### src/rtl/information_mapper_pkg.sv
// Shared helpers for the information mapper: bit counting and buffer sizing.
package information_mapper_pkg;

  // Widest word the helpers accept; callers zero-extend narrower words.
  localparam int MAX_P = 64;
  localparam int DEFAULT_P = 8;
  localparam int FILL_W = $clog2(2 * DEFAULT_P + 1);

  function automatic int popcount(input logic [MAX_P-1:0] w);
    int c;
    c = 0;
    for (int j = 0; j < MAX_P; j++) begin
      if (w[j]) c++;
    end
    return c;
  endfunction

  // Number of set bits strictly below position i (rank of bit i among the 1s).
  function automatic int rank(input logic [MAX_P-1:0] w, input int i);
    int c;
    c = 0;
    for (int j = 0; j < MAX_P; j++) begin
      if (j < i && w[j]) c++;
    end
    return c;
  endfunction

endpackage

### src/rtl/information_mapper_expand.sv
// Combinational scatter of buffered information bits onto the 1-positions of a mapping word.
module information_mapper_expand
  import information_mapper_pkg::*;
#(
  parameter int P = 8
) (
  input  logic [P-1:0]             buf_lo,
  input  logic [P-1:0]             mapping,
  input  logic                     frozen_value,
  output logic [P-1:0]             mapped,
  output logic [$clog2(P+1)-1:0]   pc
);

  localparam int PCW   = $clog2(P + 1);
  localparam int IDX_W = $clog2(P);

  logic [IDX_W-1:0] k;

  always_comb begin
    k      = '0;
    mapped = '0;
    pc     = PCW'(popcount(MAX_P'(mapping)));
    for (int i = 0; i < P; i++) begin
      k         = IDX_W'(rank(MAX_P'(mapping), i));
      mapped[i] = mapping[i] ? buf_lo[k] : frozen_value;
    end
  end

endmodule

### src/rtl/information_mapper_stream.sv
// Streaming information mapper: residual bit buffer between data FIFO and mapped output words.
module information_mapper_stream
  import information_mapper_pkg::*;
#(
  parameter int MAPPER_PARALLELISM = 8,
  parameter int WORD_COUNT_WIDTH   = 16
) (
  input  logic                          clk,
  input  logic                          reset,
  input  logic                          enable,
  input  logic                          frozen_value,
  input  logic [MAPPER_PARALLELISM-1:0] data_in_fifo_rd_data,
  input  logic                          data_in_fifo_empty,
  output logic                          data_in_fifo_rd_req,
  input  logic [MAPPER_PARALLELISM-1:0] mapping_fifo_rd_data,
  input  logic                          mapping_fifo_empty,
  output logic                          mapping_fifo_rd_req,
  output logic [MAPPER_PARALLELISM-1:0] data_out_fifo_wr_data,
  input  logic                          data_out_fifo_full,
  output logic                          data_out_fifo_wr_req,
  output logic [WORD_COUNT_WIDTH-1:0]   word_count
);

  localparam int P   = MAPPER_PARALLELISM;
  localparam int FW  = $clog2(2 * P + 1);
  localparam int PCW = $clog2(P + 1);

  logic [2*P-1:0]              bitbuf_q, bitbuf_d;
  logic [FW-1:0]               fill_q, fill_d;
  logic [WORD_COUNT_WIDTH-1:0] word_count_q, word_count_d;

  logic [P-1:0]   mapped;
  logic [PCW-1:0] pc;
  logic [FW-1:0]  pc_ext, fill_after, consumed;
  logic           fire, pop;

  information_mapper_expand #(.P(P)) u_expand (
    .buf_lo       (bitbuf_q[P-1:0]),
    .mapping      (mapping_fifo_rd_data),
    .frozen_value (frozen_value),
    .mapped       (mapped),
    .pc           (pc)
  );

  // Requests include the reset level so they drop the instant reset asserts.
  always_comb begin
    pc_ext     = FW'(pc);
    fire       = reset & enable & ~mapping_fifo_empty & ~data_out_fifo_full & (fill_q >= pc_ext);
    consumed   = fire ? pc_ext : '0;
    fill_after = fill_q - consumed;
    pop        = reset & enable & ~data_in_fifo_empty & (fill_after <= FW'(P));

    bitbuf_d = bitbuf_q >> consumed;
    if (pop) bitbuf_d = bitbuf_d | ((2*P)'(data_in_fifo_rd_data) << fill_after);
    fill_d = fill_after + (pop ? FW'(P) : FW'(0));

    word_count_d = word_count_q;
    if (fire) word_count_d = word_count_q + WORD_COUNT_WIDTH'(1);
  end

  always_ff @(posedge clk or negedge reset) begin
    if (!reset) begin
      bitbuf_q     <= '0;
      fill_q       <= '0;
      word_count_q <= '0;
    end else begin
      bitbuf_q     <= bitbuf_d;
      fill_q       <= fill_d;
      word_count_q <= word_count_d;
    end
  end

  assign data_in_fifo_rd_req   = pop;
  assign mapping_fifo_rd_req   = fire;
  assign data_out_fifo_wr_req  = fire;
  assign data_out_fifo_wr_data = reset ? mapped : '0;
  assign word_count            = word_count_q;

endmodule

### config.mk
export PLATFORM = sky130hd
export DESIGN_NAME = information_mapper_stream
export DESIGN_NICKNAME = d
export VERILOG_FILES = /design/src/rtl/information_mapper_pkg.sv /design/src/rtl/information_mapper_expand.sv /design/src/rtl/information_mapper_stream.sv
export SDC_FILE = /design/constraint.sdc
export NUM_CORES = 1
export LEC_CHECK = 0
export BUFFER_PORTS_ARGS = -buffer_cell sky130_fd_sc_hd__buf_2
export CORE_MARGIN = 4
export CORE_UTILIZATION = 60
export CTS_BUF_LIST = sky130_fd_sc_hd__clkbuf_2 sky130_fd_sc_hd__clkbuf_4 sky130_fd_sc_hd__clkbuf_8
export DETAILED_ROUTE_END_ITERATION = 8
export PLACE_DENSITY = 0.82
export SLEW_MARGIN = 30
export SYNTH_ARGS = -nofsm -noshare
export SYNTH_HDL_FRONTEND = slang
export SYNTH_SLANG_ARGS = --single-unit
### constraint.sdc
create_clock -name clk -period 10.6 [get_ports clk]
set_input_delay 0.53 -clock clk [delete_from_list [all_inputs] [get_ports clk]]
set_output_delay 0.53 -clock clk [all_outputs]
set_load 0.02 [all_outputs]
[Yosys cells after proc, flatten, opt, wreduce, memory -nomap -nowiden]
Index checks and enable logic that the tools add are counted.
Operators by class
  add/subtract/negate cells: 10
  order comparisons: 9
  shifts and indexed selects: 2
  mux-type cells: 34
  bitwise operators: 10
Operators by type and width (count)
  4-bit 2-to-1 mux: 9
  3-bit by 4-bit less-than comparator with 1-bit output (second input constant): 7
  4-bit by 2-bit adder with 4-bit output (second input constant): 6
  1-bit binary-select mux with 3-bit select: 7
  16-bit by 1-bit adder with 16-bit output (second input constant): 1
  1-bit 2-to-1 mux: 16
  16-bit 2-to-1 mux: 1
  16-bit OR: 1
  8-bit by 5-bit left shift with 16-bit output: 1
  16-bit by 4-bit >> shifter with 16-bit output: 1
  8-bit 2-to-1 mux: 1
  1-bit AND: 6
  5-bit by 4-bit adder with 5-bit output: 1
  5-bit by 4-bit >= comparator with 1-bit output: 1
  5-bit by 4-bit <= comparator with 1-bit output (second input constant): 1
  5-bit by 4-bit subtractor with 5-bit output: 1
  1-bit NOT: 3
  1-bit by 1-bit adder with 2-bit output (second input constant): 1
Storage, ports and cells
  flip-flop bits (word level): 37
  input bits: 23
  output and inout port bits: 27
  word-level logic and storage cells: 68

[Longest topological paths before layout]
Gate-level depths: netlist of run 1.
  depth in word-level cells: 23
  mapped depth: 38

[Modules after synthesis]
From an unflattened synthesis of run 1, not the netlist that was laid out.
Unflattened totals
  cell total of the unflattened synthesis: 576
  area total of the unflattened synthesis: 4884.7 sq um
Modules (own cells, without submodules)
  information_mapper_stream: instances 1, cells an instance 368, area an instance 3256.9 sq um, sequential area each 925.9 sq um
  information_mapper_expand: instances 1, cells an instance 208, area an instance 1627.8 sq um, sequential area each 0.0 sq um

[Worst setup path after synthesis of run 1]
Ideal clock, no wire load.
  kind: input port to output port
  from: in mapping_fifo_rd_data[0]
  to: out data_in_fifo_rd_req
  data arrival time: 7.042 ns
  setup slack: 3.028 ns
  cell stages on the path: 37
  buffers on the path: 3
  path through: inv_1 ha_1 buf_6 xnor2_2 inv_2 ha_1 xnor2_1 nor3_1 nor2_1 inv_1 ha_1 xnor3_1 nand2_1 o211ai_1 nand2_1 ha_1 nand2b_1 o31a_4 inv_6 ha_1 a21o_1 a21o_1 a211o_1 nand2_2 inv_1 and3_1 buf_4 inv_2 buf_4 ha_1 a21oi_1 xnor2_1 nand2_1 or2_2 nor4_1 nor2_1 inv_1
Between the ends
  cells in the longest elaborated chain, start to end: 21
RTL lines
  start, declared: RTL line information_mapper_stream.sv:15  | input logic [MAPPER_PARALLELISM-1:0] mapping_fifo_rd_data,
  1-bit 2-to-1 mux *: RTL line information_mapper_pkg.sv:13  | if (w[j]) c++;
  1-bit by 1-bit adder with 2-bit output: RTL line information_mapper_pkg.sv:13
  4-bit 2-to-1 mux *
  4-bit by 2-bit adder with 4-bit output
  4-bit 2-to-1 mux *: RTL line information_mapper_pkg.sv:13
  4-bit by 2-bit adder with 4-bit output: RTL line information_mapper_pkg.sv:13
  4-bit 2-to-1 mux *
  4-bit by 2-bit adder with 4-bit output: RTL line information_mapper_pkg.sv:13
  [5 not listed]
  4-bit by 2-bit adder with 4-bit output: RTL line information_mapper_pkg.sv:13
  4-bit 2-to-1 mux *: RTL line information_mapper_pkg.sv:13
  5-bit by 4-bit >= comparator with 1-bit output: RTL line information_mapper_stream.sv:48  | fire = reset & enable & ~mapping_fifo_empty & ~data_out_fifo_full & (fill_q >= pc_ext);
  1-bit AND: RTL line information_mapper_stream.sv:48
  4-bit 2-to-1 mux *: RTL line information_mapper_stream.sv:49  | consumed = fire ? pc_ext : '0;
  5-bit by 4-bit subtractor with 5-bit output *: RTL line information_mapper_stream.sv:50  | fill_after = fill_q - consumed;
  5-bit by 4-bit <= comparator with 1-bit output *: RTL line information_mapper_stream.sv:51  | pop = reset & enable & ~data_in_fifo_empty & (fill_after <= FW'(P));
  1-bit AND *: RTL line information_mapper_stream.sv:51
  end, declared: RTL line information_mapper_stream.sv:14  | output logic data_in_fifo_rd_req,
Mark *: on every way between the ends. The rest lies on a longest branch, timed or not.

[Worst setup path in the final report of run 1]
Same ends and word-level chain as after synthesis.

==> impl_metrics.env, run 1 <==
export IMPL_outcome="finished, final reports clean"
export IMPL_ys_ff_latch=37
export IMPL_path_clk_slew_ns=0.09
export IMPL_crit_type="in -> out"
export IMPL_route_antenna_remaining_nets=0
export IMPL_placed_area_sq_mm=0.00444
export IMPL_drv_cap=0
export IMPL_post_cts_buffers=0
export IMPL_nNetsFinal=547
export IMPL_dr_pass1_iters=5
export IMPL_drc=0
export IMPL_r2r_slack_ns=5.67
export IMPL_vias_per_cell=6.34
export IMPL_crit_required_ns=10.07
export IMPL_synthFlopType="dfrtp_1"
export IMPL_slew_violations=0
export IMPL_grt_pass1_vias=3719
export IMPL_cellPowerDensity_mw_per_mm2=236
export IMPL_antenna_found_initial=0
export IMPL_cts_max_path_buffers=2
export IMPL_vdd_ir_drop_worst_uv=166
export IMPL_ctsResizeCount=0
export IMPL_crit_path_start_kind="input pin"
export IMPL_coreArea_sq_mm=0.00683
export IMPL_nFillCells=562
export IMPL_syn_nets=514
export IMPL_crit_path_end_kind="output port"
export IMPL_grt_setup_unrepaired="false"
export IMPL_fin_crit_sh=0.832
export IMPL_tightest_slew_ns=0.678
export IMPL_synth_edf_count=0
export IMPL_reg2reg_from="fill_q[0]$_DFF_PN0_"
export IMPL_synth_distinct_cells=75
export IMPL_row_count=30
export IMPL_die_x_um=91.9
export IMPL_hold_buffers=0
export IMPL_drt_iter0_markers=336
export IMPL_grt_max_degree=46
export IMPL_grt_overflow_total=0
export IMPL_grt_first_pass_wirelength_um=18700
export IMPL_ys_seq_area_frac=0.219
export IMPL_dp_cells=595
export IMPL_drive_gt1_frac=0.217
export IMPL_worstPathArrival_ns=8.29
export IMPL_areaGrowthSynthToFinish_pct=8.50
export IMPL_fin_setup_tns_ns=0
export IMPL_cts_buffers=5
export IMPL_initial_utilization=0.618
export IMPL_drt_wl_total_um=11200
export IMPL_diodes=0
export IMPL_ios=50
export IMPL_die_h_um=91.9
export IMPL_cts_sinks=37
export IMPL_track_usage=0.274
export IMPL_setup_violations=0
export IMPL_synth_area_sq_mm=0.00422
export IMPL_routabilityCongestion=0.988
export IMPL_critPathTopFamily="simple AND/OR/NAND/NOR gates"
export IMPL_hp_class="in -> async"
export IMPL_path_common_cell="ha_1"
export IMPL_vias=3824
export IMPL_dieArea_sq_mm=0.00844
export IMPL_tritoncts="built"
export IMPL_syn_avg_cell_area_sq_um=8.93
export IMPL_synthCells=473
export IMPL_pre_cts_ws_ns=1.88
export IMPL_wire_per_inst_um=18.6
export IMPL_slowest_delay_ns=0.45
export IMPL_critPathMaxFanout=16
export IMPL_cts_htree_levels=2
export IMPL_fin_worst_skew_ns=0.0131
export IMPL_async_reset_ff_frac=1.00
export IMPL_reg2reg_depth=17
export IMPL_hold_viol=0
export IMPL_synth_warnings=0
export IMPL_layout_setup_ws_ns=1.78
export IMPL_cts_root_buf="clkbuf_8"
export IMPL_clk_latency_ns=0.30
export IMPL_rr_endpoint="bitbuf_q[1]$_DFF_PN0_"
export IMPL_layout_min_cycle_time_ns=8.82
export IMPL_power_leakage_nw=2.22
export IMPL_final_cells=603
export IMPL_fin_area_sq_mm=0.00458
export IMPL_cp_buffers_inverters=9
export IMPL_slowest_stage="ha_1"
export IMPL_max_slew_margin_rel=0.547
export IMPL_io_buffers=49
export IMPL_hpwl_um=8780
export IMPL_max_freq_mhz=113
==> cell usage after synthesis (8+ instances only) <==
library cell	count	area share
nand4_1	8	0.012
mux2i_1	45	0.11
nand3_1	11	0.013
nor2b_1	12	0.018
xor2_1	9	0.019
inv_1	18	0.016
ha_1	17	0.050
mux2_2	13	0.035
nand2b_1	8	0.012
dfrtp_1	37	0.22
nor2_1	32	0.028
o21ai_0	18	0.021
nand2_1	46	0.041
xnor2_1	17	0.035
a21oi_1	18	0.021
nor3_1	10	0.012
==> cells by family (layout without fill, tap and decap cells) <==
kind of cell    count (synthesis)  after routing  share of synthesized area
compound gates                108            108                      0.193
xor+xnor                       35             35                     0.0969
fa+ha+maj                      18             18                     0.0551
buf+inv                        51             85                     0.0649
flops                          37             37                      0.219
mux                            66             66                      0.182
simple gates                  158            158                      0.188
==> cell usage in the layout, fill, tap and decap left out, drive strengths merged, types with 9 or more instances in the layout <==
cell	instances
o21ai	19
mux2	14
xnor2	23
inv	27
mux2i	45
nor2	34
buf	51
nor2b	12
dfrtp	37
xor2	9
nand2	47
a21oi	18
nor3	10
nand3	12
ha	17
==> per-layer routing <==
layer | global-route usage | vias to the layer above | routed length [um]
li1 | - | 1814 | -
met1 | 0.357 | 1812 | 4610
met2 | 0.467 | 169 | 5560
met3 | 0.0377 | 29 | 722
met4 | 0.0953 | 0 | 314
met5 | 0 | - | 0
==> where the power goes <==
group	internal (mW)	leakage [nW]	total, mW	switching [mW]
Combinational	0.284	1.67	0.671	0.388
Sequential	0.185	0.479	0.257	0.0724
Clock	0.0948	0.0687	0.153	0.0583
Total	0.563	2.22	1.08	0.518
==> registers in the layout, indices dropped and copies added (netlist names) <==
register    flops
word_count     16
fill_q          5
bitbuf_q       16
==> per-stage QoR <==
stage / hold slack, ns / power (mW) / utilization
CTS: 0.314 / 1.07 / 0.670
floorplan: 0.234 / 0.748 / -
detailed placement: 0.453 / 0.916 / 0.649
global route: 0.361 / 1.17 / 0.671
global placement: 0.452 / 0.903 / 0.649
finish: 0.293 / 1.08 / 0.671
==> layout make-up <==
class                           instances  area (sq um)  share of cell area
Clock buffer                            5          68.8              0.0150
Clock inverter                          3          68.8              0.0150
Inverter                               26           108              0.0235
Multi-Input combinational cell        385          3030               0.661
Sequential cell                        37           926               0.202
Tap cell                               96           120              0.0262
Timing Repair Buffer                   51           260              0.0568
==> how the worst max path moves through the flow <==
stage	slack (ns)	start	cells past startpoint	to
CTS	1.83	mapping_fifo_rd_data[0]	36	data_in_fifo_rd_req
detailed placement	1.88	mapping_fifo_rd_data[0]	36	data_in_fifo_rd_req
floorplan	3.03	mapping_fifo_rd_data[0]	37	data_in_fifo_rd_req
global placement	2.16	mapping_fifo_rd_data[0]	36	data_in_fifo_rd_req
global route	1.06	mapping_fifo_rd_data[0]	36	data_in_fifo_rd_req
finish	1.78	mapping_fifo_rd_data[0]	36	data_in_fifo_rd_req
Power figures use the tool's default switching activity.
==> run 2, diff against run 1 <==
--- a/config.mk
+++ b/config.mk
@@ -5,12 +5,13 @@
 export SDC_FILE = /design/constraint.sdc
 export NUM_CORES = 1
 export LEC_CHECK = 0
+export ABC_AREA = 1
 export BUFFER_PORTS_ARGS = -buffer_cell sky130_fd_sc_hd__buf_2
 export CORE_MARGIN = 4
-export CORE_UTILIZATION = 60
+export CORE_UTILIZATION = 56
 export CTS_BUF_LIST = sky130_fd_sc_hd__clkbuf_2 sky130_fd_sc_hd__clkbuf_4 sky130_fd_sc_hd__clkbuf_8
 export DETAILED_ROUTE_END_ITERATION = 8
-export PLACE_DENSITY = 0.82
+export PLACE_DENSITY = 0.8
 export SLEW_MARGIN = 30
 export SYNTH_ARGS = -nofsm -noshare
 export SYNTH_HDL_FRONTEND = slang
==> constraint.sdc (replaced) <==
create_clock -name clk -period 7.2 [get_ports clk]
set_input_delay 0.36 -clock clk [delete_from_list [all_inputs] [get_ports clk]]
set_output_delay 0.36 -clock clk [all_outputs]
set_load 0.02 [all_outputs]
==> impl_metrics.env, run 2 <==
export IMPL_vias=4530
export IMPL_synth_most_common_cell="nand2_1"
export IMPL_fin_setup_tns_ns=0
export IMPL_path_common_cell="nand2_1"
export IMPL_diodes=0
export IMPL_totalPowerFinal_mw=1.47
export IMPL_outcome="finished, final reports clean"
export IMPL_r2r_slack_ns=3.60
export IMPL_synthFlopType="dfrtp_1"
export IMPL_crit_path_start_kind="input pin"
export IMPL_nNetsFinal=739
export IMPL_slew_violations=0
export IMPL_dieArea_sq_mm=0.00899
export IMPL_grt_overflow_total=0
export IMPL_cts_max_path_buffers=2
export IMPL_synth_warnings=0
export IMPL_slowest_delay_ns=0.32
export IMPL_drv_cap=0
export IMPL_hpwl_um=8870
export IMPL_cts_buffers=5
export IMPL_layout_setup_ws_ns=0.411
export IMPL_cts_sinks=37
export IMPL_max_freq_mhz=147
export IMPL_grt_first_pass_wirelength_um=19000
export IMPL_path_clk_slew_ns=0.08
export IMPL_slowest_stage="ha_1"
export IMPL_fin_area_sq_mm=0.00475
export IMPL_async_reset_ff_frac=1.00
export IMPL_clk_latency_ns=0.29
export IMPL_wire_per_inst_um=14.6
export IMPL_crit_required_ns=6.84
export IMPL_routabilityCongestion=1.01
export IMPL_power_leakage_nw=2.53
export IMPL_drive_gt1_frac=0.197
export IMPL_syn_avg_cell_area_sq_um=6.49
export IMPL_cellPowerDensity_mw_per_mm2=310
export IMPL_layout_min_cycle_time_ns=6.79
export IMPL_coreArea_sq_mm=0.00729
export IMPL_synth_largest_area_cell="dfrtp_1"
export IMPL_reg2reg_from="fill_q[1]$_DFF_PN0_"
export IMPL_tritoncts="built"
export IMPL_critPathMaxFanout=8
export IMPL_io_buffers=49
export IMPL_pre_cts_ws_ns=0.00145
export IMPL_synthCells=650
export IMPL_die_h_um=94.8
export IMPL_fin_worst_skew_ns=0.00573
export IMPL_mostFrequentLayoutCell="nand2_1"
export IMPL_cts_htree_levels=2
export IMPL_syn_nets=691
export IMPL_synth_edf_count=0
export IMPL_drt_iter0_markers=283
export IMPL_synth_area_sq_mm=0.00422
export IMPL_hold_viol=0
export IMPL_areaGrowthSynthToFinish_pct=12.5
export IMPL_initial_utilization=0.579
export IMPL_ys_seq_area_frac=0.219
export IMPL_grt_pass1_vias=4159
export IMPL_final_cell_mix="nand2_1, nand3_1, inv_1, o21ai_0, buf_2"
export IMPL_synth_common_cells="nand2_1, nand3_1, inv_1, o21ai_0, dfrtp_1"
export IMPL_row_count=31
export IMPL_dr_pass1_iters=6
export IMPL_max_slew_margin_rel=0.628
export IMPL_synth_top_cell_area_share=0.219
export IMPL_nFillCells=702
export IMPL_ys_ff_latch=37
export IMPL_vdd_ir_drop_worst_uv=164
export IMPL_setup_violations=0
export IMPL_crit_path_end_kind="output port"
export IMPL_drc=0
export IMPL_ios=50
export IMPL_worstPathArrival_ns=6.43
export IMPL_grt_max_degree=47
export IMPL_track_usage=0.262
export IMPL_synth_area_top_cells="dfrtp_1, nand2_1, nand3_1, o21ai_0, inv_1"
export IMPL_antenna_found_initial=0
export IMPL_drt_wl_total_um=11700
export IMPL_route_antenna_remaining_nets=0
export IMPL_placed_area_sq_mm=0.00450
export IMPL_hp_class="in -> async"
export IMPL_vias_per_cell=5.68
export IMPL_reg2reg_depth=19
export IMPL_rr_endpoint="bitbuf_q[13]$_DFF_PN0_"
export IMPL_cts_root_buf="clkbuf_8"
export IMPL_die_x_um=94.8
export IMPL_synth_distinct_cells=41
export IMPL_tightest_slew_ns=0.559
export IMPL_crit_type="in -> out"
export IMPL_fin_crit_sh=0.943
## run 2: cell count changes in the layout (fill, tap and decap cells not counted), sizes merged, moves of 14 or more
| cell | before | now |
|---|---|---|
| nand4 | 8 | 22 |
| xnor2 | 23 | 6 |
| nand3 | 12 | 101 |
| o21ai | 19 | 54 |
| nand2 | 47 | 215 |
| inv | 27 | 73 |
| mux2 | 14 | 0 |
| buf | 51 | 66 |
| mux2i | 45 | 3 |
## run 2: worst max-delay path by stage
stage | start | to
finish | mapping_fifo_rd_data[0] | data_in_fifo_rd_req
global route | mapping_fifo_rd_data[0] | data_in_fifo_rd_req
CTS | mapping_fifo_rd_data[0] | data_in_fifo_rd_req
detailed placement | mapping_fifo_rd_data[0] | data_in_fifo_rd_req
global placement | mapping_fifo_rd_data[0] | data_in_fifo_rd_req
floorplan | mapping_fifo_rd_data[0] | data_in_fifo_rd_req
## run 2: worst max-delay path: cells and delay by family
family | cells | cell delay, ns
compound gates | 4 | 0.48
xor+xnor | 1 | 0.22
simple gates | 21 | 2.51
fa+ha+maj | 6 | 1.64
buf+inv | 10 | 1.21
## run 2: power breakdown
group          leakage (nW)  total (mW)  internal, mW  switching, mW
Clock                0.0687       0.220         0.140         0.0808
Combinational          2.00       0.895         0.307          0.588
Sequential            0.459       0.359         0.273         0.0862
## run 2: area by class of cell
class	count	area, sq um	share of cell area
Multi-Input combinational cell	516	2920	0.614
Sequential cell	37	926	0.195
Timing Repair Buffer	66	373	0.0785
Inverter	72	273	0.0574
Tap cell	99	124	0.0261
Clock buffer	5	68.8	0.0145
Clock inverter	3	68.8	0.0145
## run 2: stage by stage
stage / hold slack (ns) / cells / utilization
2_1_floorplan: 0.0644 / 650 / -
3_3_place_gp: 0.460 / 783 / 0.618
3_5_place_dp: 0.459 / 783 / 0.618
4_1_cts: 0.152 / 792 / 0.638
5_1_grt: 0.186 / 798 / 0.651
6_report: 0.141 / 798 / 0.651
## run 2: cell families after synthesis
| kind of cell | Yosys count | share of synthesized area |
|---|---|---|
| simple gates | 385 | 0.456 |
| flops | 37 | 0.219 |
| mux | 3 | 0.00711 |
| fa+ha+maj | 18 | 0.0551 |
| buf+inv | 97 | 0.102 |
| xor+xnor | 17 | 0.0353 |
| compound gates | 93 | 0.125 |
## run 2: timing repair
action                     in CTS  in global routing
pin swaps                       1                  2
buffers inserted                1                  6
setup endpoints to repair       1                  8
resized for setup               0                 13
hold buffers                    0                  0
## run 2: routing by layer
layer,wire length [um],vias to the layer above,GRT usage
met5,0,-,0
met4,327,0,0.0865
met3,722,36,0.0367
met2,5640,186,0.449
met1,4990,2054,0.339
li1,-,2254,-
